--- src/rtl/grad_outlet_reader.sv ---
// grad_outlet_reader
//
// Scans the outlet channels of a gradient-generator tree. For each channel
// it selects the outlet valve, waits a programmable settle time, then
// collects 2^AVG_LOG2 detector samples and emits their truncated average.
// After the last channel it reports whether the measured gradient was
// non-increasing from channel 0 to channel NUM_CH-1.
//
// Ports:
//   clk, rst        rising-edge clock, asynchronous active-high reset
//   start           begin a scan (only looked at while idle)
//   abort           cancel a scan; back to idle next cycle, nothing emitted
//   settle_cycles   per-channel settle wait, captured when a scan starts
//   busy            scan in progress
//   ch_sel          valve select for the outlet being measured
//   adc_req/valid   detector handshake (see below)
//   adc_data        detector sample
//   res_valid       one-cycle pulse carrying res_ch / res_data
//   done            one-cycle pulse with the last channel's result
//   monotonic       outcome of the last completed scan
//
// Handshake: adc_req is held high for the whole sampling phase of a channel.
// A sample is taken on every rising edge where adc_req and adc_valid are both
// high; adc_valid while adc_req is low is ignored. adc_req drops the cycle
// after the final sample of a channel has been taken.
module grad_outlet_reader #(
  parameter int NUM_CH   = 4,
  parameter int SAMPLE_W = 12,
  parameter int AVG_LOG2 = 2,
  parameter int SETTLE_W = 16,
  localparam int CH_W    = (NUM_CH > 1) ? $clog2(NUM_CH) : 1
) (
  input  logic                clk,
  input  logic                rst,
  input  logic                start,
  input  logic                abort,
  input  logic [SETTLE_W-1:0] settle_cycles,
  output logic                busy,
  output logic [CH_W-1:0]     ch_sel,
  output logic                adc_req,
  input  logic                adc_valid,
  input  logic [SAMPLE_W-1:0] adc_data,
  output logic                res_valid,
  output logic [CH_W-1:0]     res_ch,
  output logic [SAMPLE_W-1:0] res_data,
  output logic                done,
  output logic                monotonic
);

  localparam int ACC_W  = SAMPLE_W + AVG_LOG2;
  localparam int SCNT_W = AVG_LOG2 + 1;
  localparam logic [SCNT_W-1:0] LAST_SAMPLE = SCNT_W'((1 << AVG_LOG2) - 1);
  localparam logic [CH_W-1:0]   LAST_CH     = CH_W'(NUM_CH - 1);

  typedef enum logic [1:0] {IDLE, SETTLE, SAMPLE, EMIT} state_t;

  state_t              state, state_nxt;
  logic [SETTLE_W-1:0] settle_q;
  logic [SETTLE_W-1:0] settle_cnt;
  logic [SCNT_W-1:0]   samp_cnt;
  logic [ACC_W-1:0]    acc;
  logic [SAMPLE_W-1:0] prev_res;
  logic                mono_run;
  logic [CH_W-1:0]     ch_q;

  logic                accept;
  logic                settle_done;
  logic                last_ch;
  logic                emit;
  logic                res_ok;
  logic                mono_now;
  logic [SAMPLE_W-1:0] avg;

  // Dropping the low AVG_LOG2 bits is the truncating divide.
  assign avg         = acc[ACC_W-1 -: SAMPLE_W];
  assign accept      = (state == SAMPLE) && adc_valid;
  // Only evaluated in SETTLE, which is never entered with settle_q == 0.
  assign settle_done = (settle_cnt == settle_q - 1'b1);
  assign last_ch     = (ch_q == LAST_CH);
  // An abort in the EMIT cycle cancels the result as well.
  assign emit        = (state == EMIT) && !abort;
  // Channel 0 has no predecessor and always passes; ties pass.
  assign res_ok      = (ch_q == '0) || (avg <= prev_res);
  assign mono_now    = ((ch_q == '0) || mono_run) && res_ok;

  assign busy      = (state != IDLE);
  assign adc_req   = (state == SAMPLE);
  assign ch_sel    = ch_q;
  assign res_valid = emit;
  assign res_ch    = ch_q;
  assign res_data  = emit ? avg : '0;
  assign done      = emit && last_ch;

  always_comb begin
    state_nxt = state;
    case (state)
      IDLE: begin
        if (start && !abort)
          state_nxt = (settle_cycles == '0) ? SAMPLE : SETTLE;
      end
      SETTLE: begin
        if (abort)            state_nxt = IDLE;
        else if (settle_done) state_nxt = SAMPLE;
      end
      SAMPLE: begin
        if (abort)                                  state_nxt = IDLE;
        else if (accept && samp_cnt == LAST_SAMPLE) state_nxt = EMIT;
      end
      EMIT: begin
        if (abort || last_ch) state_nxt = IDLE;
        else                  state_nxt = (settle_q == '0) ? SAMPLE : SETTLE;
      end
      default: state_nxt = IDLE;
    endcase
  end

  always_ff @(posedge clk or posedge rst) begin
    if (rst) begin
      state      <= IDLE;
      settle_q   <= '0;
      settle_cnt <= '0;
      samp_cnt   <= '0;
      acc        <= '0;
      prev_res   <= '0;
      mono_run   <= 1'b0;
      ch_q       <= '0;
      monotonic  <= 1'b0;
    end else begin
      state <= state_nxt;
      case (state)
        IDLE: begin
          if (start && !abort) begin
            settle_q   <= settle_cycles;
            settle_cnt <= '0;
            samp_cnt   <= '0;
            acc        <= '0;
            ch_q       <= '0;
          end
        end
        SETTLE: settle_cnt <= settle_cnt + 1'b1;
        SAMPLE: begin
          if (accept) begin
            acc      <= acc + ACC_W'(adc_data);
            samp_cnt <= samp_cnt + 1'b1;
          end
        end
        EMIT: begin
          if (emit) begin
            prev_res   <= avg;
            mono_run   <= mono_now;
            acc        <= '0;
            samp_cnt   <= '0;
            settle_cnt <= '0;
            if (last_ch) begin
              monotonic <= mono_now;
              ch_q      <= '0;
            end else begin
              ch_q <= ch_q + 1'b1;
            end
          end
        end
        default: ;
      endcase
      // Abort discards any partial channel; monotonic is left untouched.
      if (abort && state != IDLE) begin
        acc        <= '0;
        samp_cnt   <= '0;
        settle_cnt <= '0;
        ch_q       <= '0;
      end
    end
  end

endmodule

--- config.mk ---
export PLATFORM = sky130hd
export DESIGN_NAME = grad_outlet_reader
export DESIGN_NICKNAME = d
export VERILOG_FILES = /design/src/rtl/grad_outlet_reader.sv
export SDC_FILE = /design/constraint.sdc
export NUM_CORES = 1
export LEC_CHECK = 0
export ABC_AREA = 1
export BUFFER_PORTS_ARGS = -buffer_cell sky130_fd_sc_hd__buf_2
export CORE_MARGIN = 10
export CORE_UTILIZATION = 53
export CTS_CLUSTER_SIZE = 40
export DETAILED_ROUTE_END_ITERATION = 8
export PLACE_DENSITY = 0.87
export SLEW_MARGIN = 0
export SYNTH_ARGS = -nofsm -noshare
export SYNTH_HDL_FRONTEND = slang
export SYNTH_SLANG_ARGS = --single-unit
--- constraint.sdc ---
create_clock -name clk -period 1.95 [get_ports clk]
set_clock_uncertainty 0.1 [all_clocks]
set_input_delay 0.195 -clock clk [delete_from_list [all_inputs] [get_ports clk]]
set_output_delay 0.195 -clock clk [all_outputs]
set_load 0.01 [all_outputs]
==> After elaboration in Yosys (flattened, before gate mapping) <==
Cells that the tools add are included.
{ "word_totals": {"output_inout_bits": 21, "word_cells": 82, "regBits": 67, "in_bits": 33} }
{ "op_classes": {"reduce_logical": 26, "n_addsub": 5, "n_lt_le_gt_ge": 1, "n_mux": 29, "eq_ne": 12} }
{ "op_table": {"columns": ["op", "n"], "rows": [
  ["two-way mux 14 bit", 4],
  ["two-way mux 16 bit", 3],
  ["one-hot mux 16 bit (3 select lines)", 1],
  ["one-hot mux 14 bit (3 select lines)", 1],
  ["zero test 16 bit", 2],
  ["two-way mux 2 bit", 12],
  ["adder 16 x 1 -> 16 bit (second input constant)", 1],
  ["== test 16 bit", 1],
  ["subtractor 16 x 1 -> 16 bit (second input constant)", 1],
  ["adder 14 x 12 -> 14 bit", 1],
  ["<= comparator 12 bit", 1],
  ["two-way mux 12 bit", 1],
  ["two-way mux 3 bit", 4],
  ["AND reduction 3 bit", 4],
  ["one-hot mux 3 bit (3 select lines)", 1],
  ["one-hot mux 2 bit (4 select lines)", 1],
  ["nonzero test 4 bit", 2],
  ["logical AND 1 bit", 7],
  ["== test 2 bit (second input constant)", 3],
  ["!= test 3 x 2 -> 1 bit (second input constant)", 2],
  ["!= test 3 bit (second input constant)", 2],
  ["zero test 2 bit", 2],
  ["one-hot mux 2 bit (2 select lines)", 1],
  ["AND reduction 2 bit", 2],
  ["11 further kinds", 13]
]} }

==> Depth between registers and ports, before layout <==
Gate-level depths: netlist of run 1.
{ "depth": {"word_depth": 6, "depth_mapped": 16, "ltp_nobuf": 15} }

==> Least setup slack after synthesis of run 1 <==
No wires, ideal clock.
{ "synth_timing": {"path_kind": "register to register", "startpoint": "register settle_q[1]", "endpoint": "register state[1]", "setup_slack_ns": 0.036, "t_required_ns": 1.733, "t_arrival_ns": 1.698, "stages_incl_launch_ff": 16, "path_cell_list": "dfrtp_1 -> inv_1 -> ha_1 -> nand3_4 -> nor2_4 -> nand2_1 -> nand2_1 -> nand2_1 -> nor2_1 -> nand2_1 -> nor2_1 -> nand3_1 -> nand2_2 -> nand2_2 -> nand2_1 -> nand2_1"} }
{ "synth_via": {"elab_chain_cells": 4} }
{ "synth_lines": {"columns": ["element", "line", "rtl"], "rows": [
  ["start, declared", "58", "logic [SETTLE_W-1:0] settle_q;"],
  ["start signal, assigned", "133", "settle_q <= settle_cycles;"],
  ["subtractor 16 x 1 -> 16 bit or zero test 16 bit (tied branches)", "78, 111", null],
  ["== test 16 bit or two-way mux 2 bit (tied branches)", "78, 111", null],
  ["!= test 3 bit (no source line) or two-way mux 2 bit (tied branches)", null, null],
  ["AND reduction 3 bit (no source line) or one-hot mux 2 bit (4 select lines) (tied branches)", null, null],
  ["end signal, assigned", "129", "state <= state_nxt;"],
  ["end, declared", "57", "state_t state, state_nxt;"]
]} }
Several ways; a longest one is shown, not always the timed one.
A chain may end at the register's enable or synchronous reset.

==> Worst setup path in the final report of run 1 <==
{ "layout_timing": {"startpoint": "register state[0]", "endpoint": "output res_data[4]"} }
{ "layout_via": {"elab_chain_cells": 3} }
{ "layout_lines": {"columns": ["element", "line", "rtl"], "rows": [
  ["== test 2 bit", "81", "assign emit = (state == EMIT) && !abort;"],
  ["logical AND 1 bit", "81", null],
  ["two-way mux 12 bit", "91", "assign res_data = emit ? avg : '0;"],
  ["end, declared", "45", "output logic [SAMPLE_W-1:0] res_data,"]
]} }
Every way passes these cells.

==> flow_metrics.env, run 1 <==
export IMPL_p_leak_uw=0.00303
export IMPL_multiInputGateArea_um2=2790
export IMPL_core_um2=8340
export IMPL_grt_ovfl_total=0
export IMPL_final_seq_area_um2=1680
export IMPL_grt_max_degree=68
export IMPL_worstMarginPinSlew_ps=391
export IMPL_crit_path_max_fanout=8
export IMPL_syn_area_um2=4600
export IMPL_wl_mm=13.9
export IMPL_irDropWorstVdd_v=0.000863
export IMPL_stdcell_area_um2=5950
export IMPL_path_clk_slew_ps=80
export IMPL_dieWidth_um=113
export IMPL_grt_pass1_vias=4484
export IMPL_yosysTopAreaCell="dfrtp_1"
export IMPL_power_frac_seq_pct=31.1
export IMPL_failed_checks="negative hold slack, negative setup slack"
export IMPL_hp_start="settle_cycles[12]"
export IMPL_port_buffers=53
export IMPL_fin_util_pct=71.3
export IMPL_rsz0062_at_grt="yes"
export IMPL_ctsHtreeMaxLevel=3
export IMPL_ys_warnings_count=0
export IMPL_grt_pass1_wl_mm=21.1
export IMPL_r2r_start="settle_q[1]"
export IMPL_endpoint_kind="primary output"
export IMPL_setup_slack_ps=-68.1
export IMPL_place_hpwl_mm=9.49
export IMPL_period_needed_ps=2020
export IMPL_crit_start="state[0]"
export IMPL_io_pins=54
export IMPL_timing_final_hold_violations=3
export IMPL_power_density_nw_per_um2=1170
export IMPL_antennaDiodeCount=0
export IMPL_power_total_uw=6970
export IMPL_drt_vias_per_instance=5.58
export IMPL_place_gp_congestion=0.919
export IMPL_ys_top_cells_by_area="dfrtp_1 36%, nand2_1 10%, ha_1 9.5%"
export IMPL_ys_ff_latch=67
export IMPL_drv_slew=0
export IMPL_fmax_mhz=496
export IMPL_hold_class="in -> reg"
export IMPL_drive_gt1_share_pct=30.4
export IMPL_required_ps=1650
export IMPL_arrival_ps=1720
export IMPL_async_flop_share_pct=100
export IMPL_root_buffer="clkbuf_8"
export IMPL_antenna_found_initial=0
export IMPL_ant_nets=0
export IMPL_timing_final_crit_share_pct=103
export IMPL_worstSetupPathType="reg -> out"
export IMPL_synthesis_instances=600
export IMPL_finalNetCount=785
export IMPL_synth_edf_count=0
export IMPL_wire_per_inst_um=16.9
export IMPL_setup_viol=20
export IMPL_cts_sinks=67
export IMPL_p_sw_share_pct=44.5
export IMPL_nFillCells=598
export IMPL_place_area_um2=5290
export IMPL_power_frac_clock_pct=17.4
export IMPL_dr_pass1_iters=6
export IMPL_area_growth_pct=29.4
export IMPL_clock_path_buffers=2
export IMPL_start_util_pct=55.1
export IMPL_drtIter0Drc=413
export IMPL_synth_cell_types=44
export IMPL_drc=0
export IMPL_worstSetupStartpointType="register"
export IMPL_ys_flop_type="dfrtp_1"
export IMPL_fin_hold_ws_ps=-4.46
export IMPL_drv_cap=0
export IMPL_dp_slack_ps=-96.4
export IMPL_cts_tree="yes"
export IMPL_p_int_uw=3870
export IMPL_combPwrFrac_pct=51.4
export IMPL_slew_headroom_pct=73.7
export IMPL_grtUsageTotal_pct=19.5
export IMPL_status="finished, violations left"
export IMPL_die_h_um=113
export IMPL_row_count=33
export IMPL_cts_buffers=9
export IMPL_clk_latency_ps=370
export IMPL_synth_top_area_share_pct=36.5
export IMPL_yosysSeqAreaShare_pct=36.5
export IMPL_dieArea_um2=12800
export IMPL_syn_nets=669
export IMPL_vias=4612
export IMPL_syn_avg_cell_area_um2=7.66
export IMPL_p_switching_uw=3100
==> metal layers <==
| layer | part of all wire [%] | global-route usage, % |
|---|---|---|
| met1 | 43 | 25.4 |
| met2 | 48 | 31.8 |
| met3 | 6.3 | 3.12 |
| met4 | 2.6 | 7.36 |
| met5 | 0 | 0 |
==> sequential cells by signal, indices dropped and copies added (netlist names) <==
register	flops
acc	14
samp_cnt	3
settle_cnt	16
prev_res	12
settle_q	16
monotonic	1
state	2
mono_run	1
ch_sel	2
==> critical path, stage by stage, from the launching register on <==
cell,delay (ps)
dfrtp_1,430
ha_2,240
inv_2,60
nor2_4,140
inv_4,80
buf_12,150
nor2_2,110
buf_2,150
==> cell usage in the layout, fill, tap and decap left out, types with 4 or more instances in the layout <==
master    synthesis  routed
nand4_1           6       6
ha_1             35      27
nand3_2           1       7
nand2_2           4       5
nor3_1            9       8
nor2_1           54      34
nand3_1          28      22
nor2_4            4      15
nand2_1         128     125
nand3b_1          4       4
o22ai_1           8       8
a21o_1            4       4
buf_2             0      52
a21oi_1          35      29
inv_1            86      79
nor2_2            8      17
o21ai_1           1       7
dfrtp_2           0       5
ha_4              0       4
o21ai_0          35      27
a21oi_2           0       5
xnor2_1           5       5
xor2_1           14      14
buf_4             2      53
o21bai_1         12      11
inv_2            10      14
clkbuf_8          0      10
ha_2              0       4
dfrtp_1          67      62
==> path summary, 6_finish.rpt <==
check                      slack (ps)  cells after the start      endpoint
setup / recovery                  -70                      7   res_data[4]
hold / removal                     -4                      3  settle_q[12]
min in group asynchronous         360                      4  prev_res[10]
max in group asynchronous        1070                      4   settle_q[6]
hold reg to reg                   430                      2      mono_run
setup reg to reg                  -60                     15      state[1]
==> kinds of logic after synthesis <==
kind of cell	after synthesis	synth area share, %
AOI/OAI and AO/OA	114	14.6
xor gates and xnor gates	20	4.11
adders and majority gates	36	9.96
buffers and inverters	105	8.90
DFF	67	36.5
muxes	3	0.735
and+or+nand+nor	255	25.2
==> synthesized netlist by cell type, types with 2 or more instances <==
cell type  instances
nand2_1          128
nand3b_1           4
clkbuf_1           5
a22o_1             3
nor4_1             3
nor2_1            54
inv_1             86
o41ai_1            2
a31oi_1            3
a21o_1             4
buf_4              2
dfrtp_1           67
nor3_1             9
o22ai_1            8
a21boi_0           2
nor2_4             4
nand2_2            4
o21bai_1          12
a211oi_1           3
o21ai_0           35
a21oi_1           35
o211ai_1           2
nor3b_1            3
nand3_1           28
nor2_2             8
xnor2_1            5
nand4_1            6
mux2_2             3
xor2_1            14
inv_2             10
ha_1              35
==> stage by stage <==
| stage | TNS (ps) | std cells | hold slack (ps) |
|---|---|---|---|
| after floorplan | 0 | 600 | 240 |
| after global placement | -21.0 | 794 | 222 |
| after detailed placement | -341 | 794 | 225 |
| after CTS | -446 | 815 | 1.34 |
| after global routing | -2960 | 826 | 9.64 |
| final | -824 | 826 | -4.46 |
==> what timing repair did <==
item | in CTS | in global routing
buffers inserted | 2 | 10
cloned | 0 | 1
setup endpoints to repair | 28 | 43
resized for setup | 30 | 64
pin swaps | 2 | 27
hold buffers | 3 | 0
endpoints found under the hold margin | 69 | 0
==> layout make-up <==
cell class / instances / share of cell area [%]
Clock buffer: 12 / 2.44
Clock inverter: 4 / 0.842
Timing Repair Buffer: 113 / 13.0
Tap cell: 105 / 2.21
Inverter: 97 / 6.31
Multi-Input combinational cell: 428 / 46.8
Sequential cell: 67 / 28.3
==> power groups by stage <==
| stage | Clock, uW | Combinational [uW] | Sequential [uW] |
|---|---|---|---|
| finish | 1210 | 3580 | 2170 |
| global route | 1270 | 3960 | 2190 |
| CTS | 1190 | 3170 | 2080 |
| detailed placement | 0 | 3050 | 2100 |
| global placement | 0 | 2910 | 2080 |
| floorplan | 0 | 2050 | 2020 |
Note: power is estimated with default switching activity, not from simulation.
==> run 2, diff against run 1 <==
--- a/config.mk
+++ b/config.mk
@@ -12,7 +12,9 @@
 export CTS_CLUSTER_SIZE = 40
 export DETAILED_ROUTE_END_ITERATION = 8
 export PLACE_DENSITY = 0.87
+export SETUP_SLACK_MARGIN = 0.5
 export SLEW_MARGIN = 0
 export SYNTH_ARGS = -nofsm -noshare
 export SYNTH_HDL_FRONTEND = slang
 export SYNTH_SLANG_ARGS = --single-unit
+export TNS_END_PERCENT = 1
==> run 2 against run 1 <==
  * Wire length increased by 1.4%
  * The flow still finishes with violations (negative hold slack, negative setup slack)
  * Highest routed layer unchanged
  * Die area unchanged
  * Sequential power about the same
  * Largest power group unchanged
  * Non-clock buffer count increased by 1
  * Register-to-register slack got worse by 70 ps
==> flow_metrics.env, run 2 (synthesis gave the netlist of run 1 again) <==
export IMPL_place_hpwl_mm=9.49
export IMPL_stdcell_area_um2=5960
export IMPL_clock_path_buffers=2
export IMPL_grt_pass1_wl_mm=22.0
export IMPL_final_common_cell="nand2_1"
export IMPL_root_buffer="clkbuf_8"
export IMPL_failed_checks="negative hold slack, negative setup slack"
export IMPL_timing_final_crit_share_pct=107
export IMPL_r2r_cells=15
export IMPL_port_buffers=53
export IMPL_ant_nets=0
export IMPL_largestRegisters="settle_cnt x16, settle_q x16, acc x14"
export IMPL_critPathSlowestCell="dfrtp_1"
export IMPL_period_needed_ps=2080
export IMPL_wire_per_inst_um=17.1
export IMPL_status="finished, violations left"
export IMPL_grt_ovfl_total=0
export IMPL_area_growth_pct=29.8
export IMPL_grt_max_degree=68
export IMPL_place_area_um2=5290
export IMPL_finalNetCount=786
export IMPL_endpoint_kind="register"
export IMPL_fin_util_pct=71.5
export IMPL_fmax_mhz=481
export IMPL_power_density_nw_per_um2=1200
export IMPL_grtUsageTotal_pct=20.6
export IMPL_die_h_um=113
export IMPL_timing_final_hold_violations=3
export IMPL_dieArea_um2=12800
export IMPL_drive_gt1_share_pct=29.5
export IMPL_crit_top_cell="nand2_1"
export IMPL_cp_top_family="simple AND/OR/NAND/NOR gates"
export IMPL_core_um2=8340
export IMPL_required_ps=2110
export IMPL_hold_depth=3
export IMPL_setup_viol=20
export IMPL_r2r_start="settle_q[1]"
export IMPL_dieWidth_um=113
export IMPL_arrival_ps=2230
export IMPL_cts_buffers=9
export IMPL_place_gp_congestion=0.919
export IMPL_drv_cap=0
export IMPL_slowest_delay_ps=410
export IMPL_clk_latency_ps=370
export IMPL_crit_chain="buf_4 > nor2_8 > nand2_4 > nor2_2 > nand2_1 > nand3_1 > nand2_1 > nor2_1 > nand2_1 > nor2_1 > nand3_1 > nand2_2 > nand2_2 > nand2_2 > nand2_1"
export IMPL_p_leak_uw=0.00304
export IMPL_setup_slack_ps=-129
export IMPL_slew_headroom_pct=69.8
export IMPL_regToRegSetupSlack_ps=-130
export IMPL_worstSetupPathType="reg -> reg"
export IMPL_worstMarginPinSlew_ps=449
export IMPL_io_pins=54
export IMPL_reg2reg_to="state[1]"
export IMPL_grt_pass1_vias=4595
export IMPL_worstSetupStartpointType="register"
export IMPL_crit_path_max_fanout=4
export IMPL_cts_tree="yes"
export IMPL_hold_class="in -> reg"
export IMPL_antennaDiodeCount=0
export IMPL_irDropWorstVdd_v=0.000898
export IMPL_hp_start="settle_cycles[5]"
export IMPL_antenna_found_initial=0
export IMPL_critical_path_buf_inv_count=1
export IMPL_start_util_pct=55.1
export IMPL_hold_path_end="settle_q[5]"
export IMPL_drt_vias_per_instance=5.77
export IMPL_rsz0062_at_grt="yes"
export IMPL_drv_slew=0
export IMPL_wl_mm=14.1
export IMPL_path_clk_slew_ps=80
export IMPL_drtIter0Drc=409
export IMPL_drc=0
export IMPL_fin_hold_ws_ps=-11.0
export IMPL_dr_pass1_iters=6
export IMPL_ctsHtreeMaxLevel=3
export IMPL_cts_sinks=67
export IMPL_vias=4770
export IMPL_row_count=33
export IMPL_final_cell_mix="122 x nand2_1, 79 x inv_1, 63 x dfrtp_1, 50 x buf_2, 49 x buf_4"
[run 2: report_power, final]
group / internal (uW) / leakage (uW) / switching, uW
Sequential: 1760 / 0.000876 / 410
Clock: 625 / 0.0000926 / 587
Combinational: 1550 / 0.00207 / 2210
Total: 3930 / 0.00304 / 3210
[run 2: routing by layer]
metal / up-vias / global-route usage (%) / share of wire, %
met4: 0 / 8.54 / 3.4
li1: 2202 / - / -
met3: 55 / 3.43 / 7.7
met5: - / 0 / 0
met2: 275 / 34.0 / 48
met1: 2238 / 25.9 / 41
[run 2: worst max-delay path by stage]
stage | endpoint | start | depth (start not counted)
after floorplan | state[1] | settle_q[1] | 15
after global placement | acc[5] | acc[2] | 7
after detailed placement | settle_cnt[13] | state[0] | 10
after CTS | res_data[11] | state[0] | 7
after global routing | state[0] | settle_q[1] | 15
final | state[1] | settle_q[1] | 15
[run 2: timing repair]
item,CTS,global route
buffers inserted,10,2
hold buffers,3,1
gates resized for setup,54,46
pin swaps,7,11
cloned,1,0
setup endpoints to repair,83,83
hold endpoints to repair,69,1
[run 2: cell type report]
class / instances / area, um2
inverter: 97 / 378
fill: 594 / 2380
multi-input combinational: 428 / 2750
clock buffer: 12 / 145
clock inverter: 4 / 50.0
sequential: 67 / 1680
tap: 105 / 131
timing repair buffer: 114 / 825
[run 2: stage by stage]
| step | hold slack [ps] | TNS [ps] | worst slack, ps | total power, uW | instances |
|---|---|---|---|---|---|
| finish | -11.0 | -954 | -129 | 7140 | 827 |
| global route | 6.38 | -3610 | -205 | 7560 | 827 |
| CTS | 1.34 | 0 | 2.59 | 6620 | 824 |
| detailed placement | 225 | -341 | -96.4 | 5150 | 794 |
| global placement | 222 | -21.0 | -13.5 | 4990 | 794 |
| floorplan | 240 | 0 | 35.7 | 4070 | 600 |
[run 2: worst min-delay path, stage by stage]
cell and delay (ps):
buf_2 100, inv_1 60, o21ai_1 70
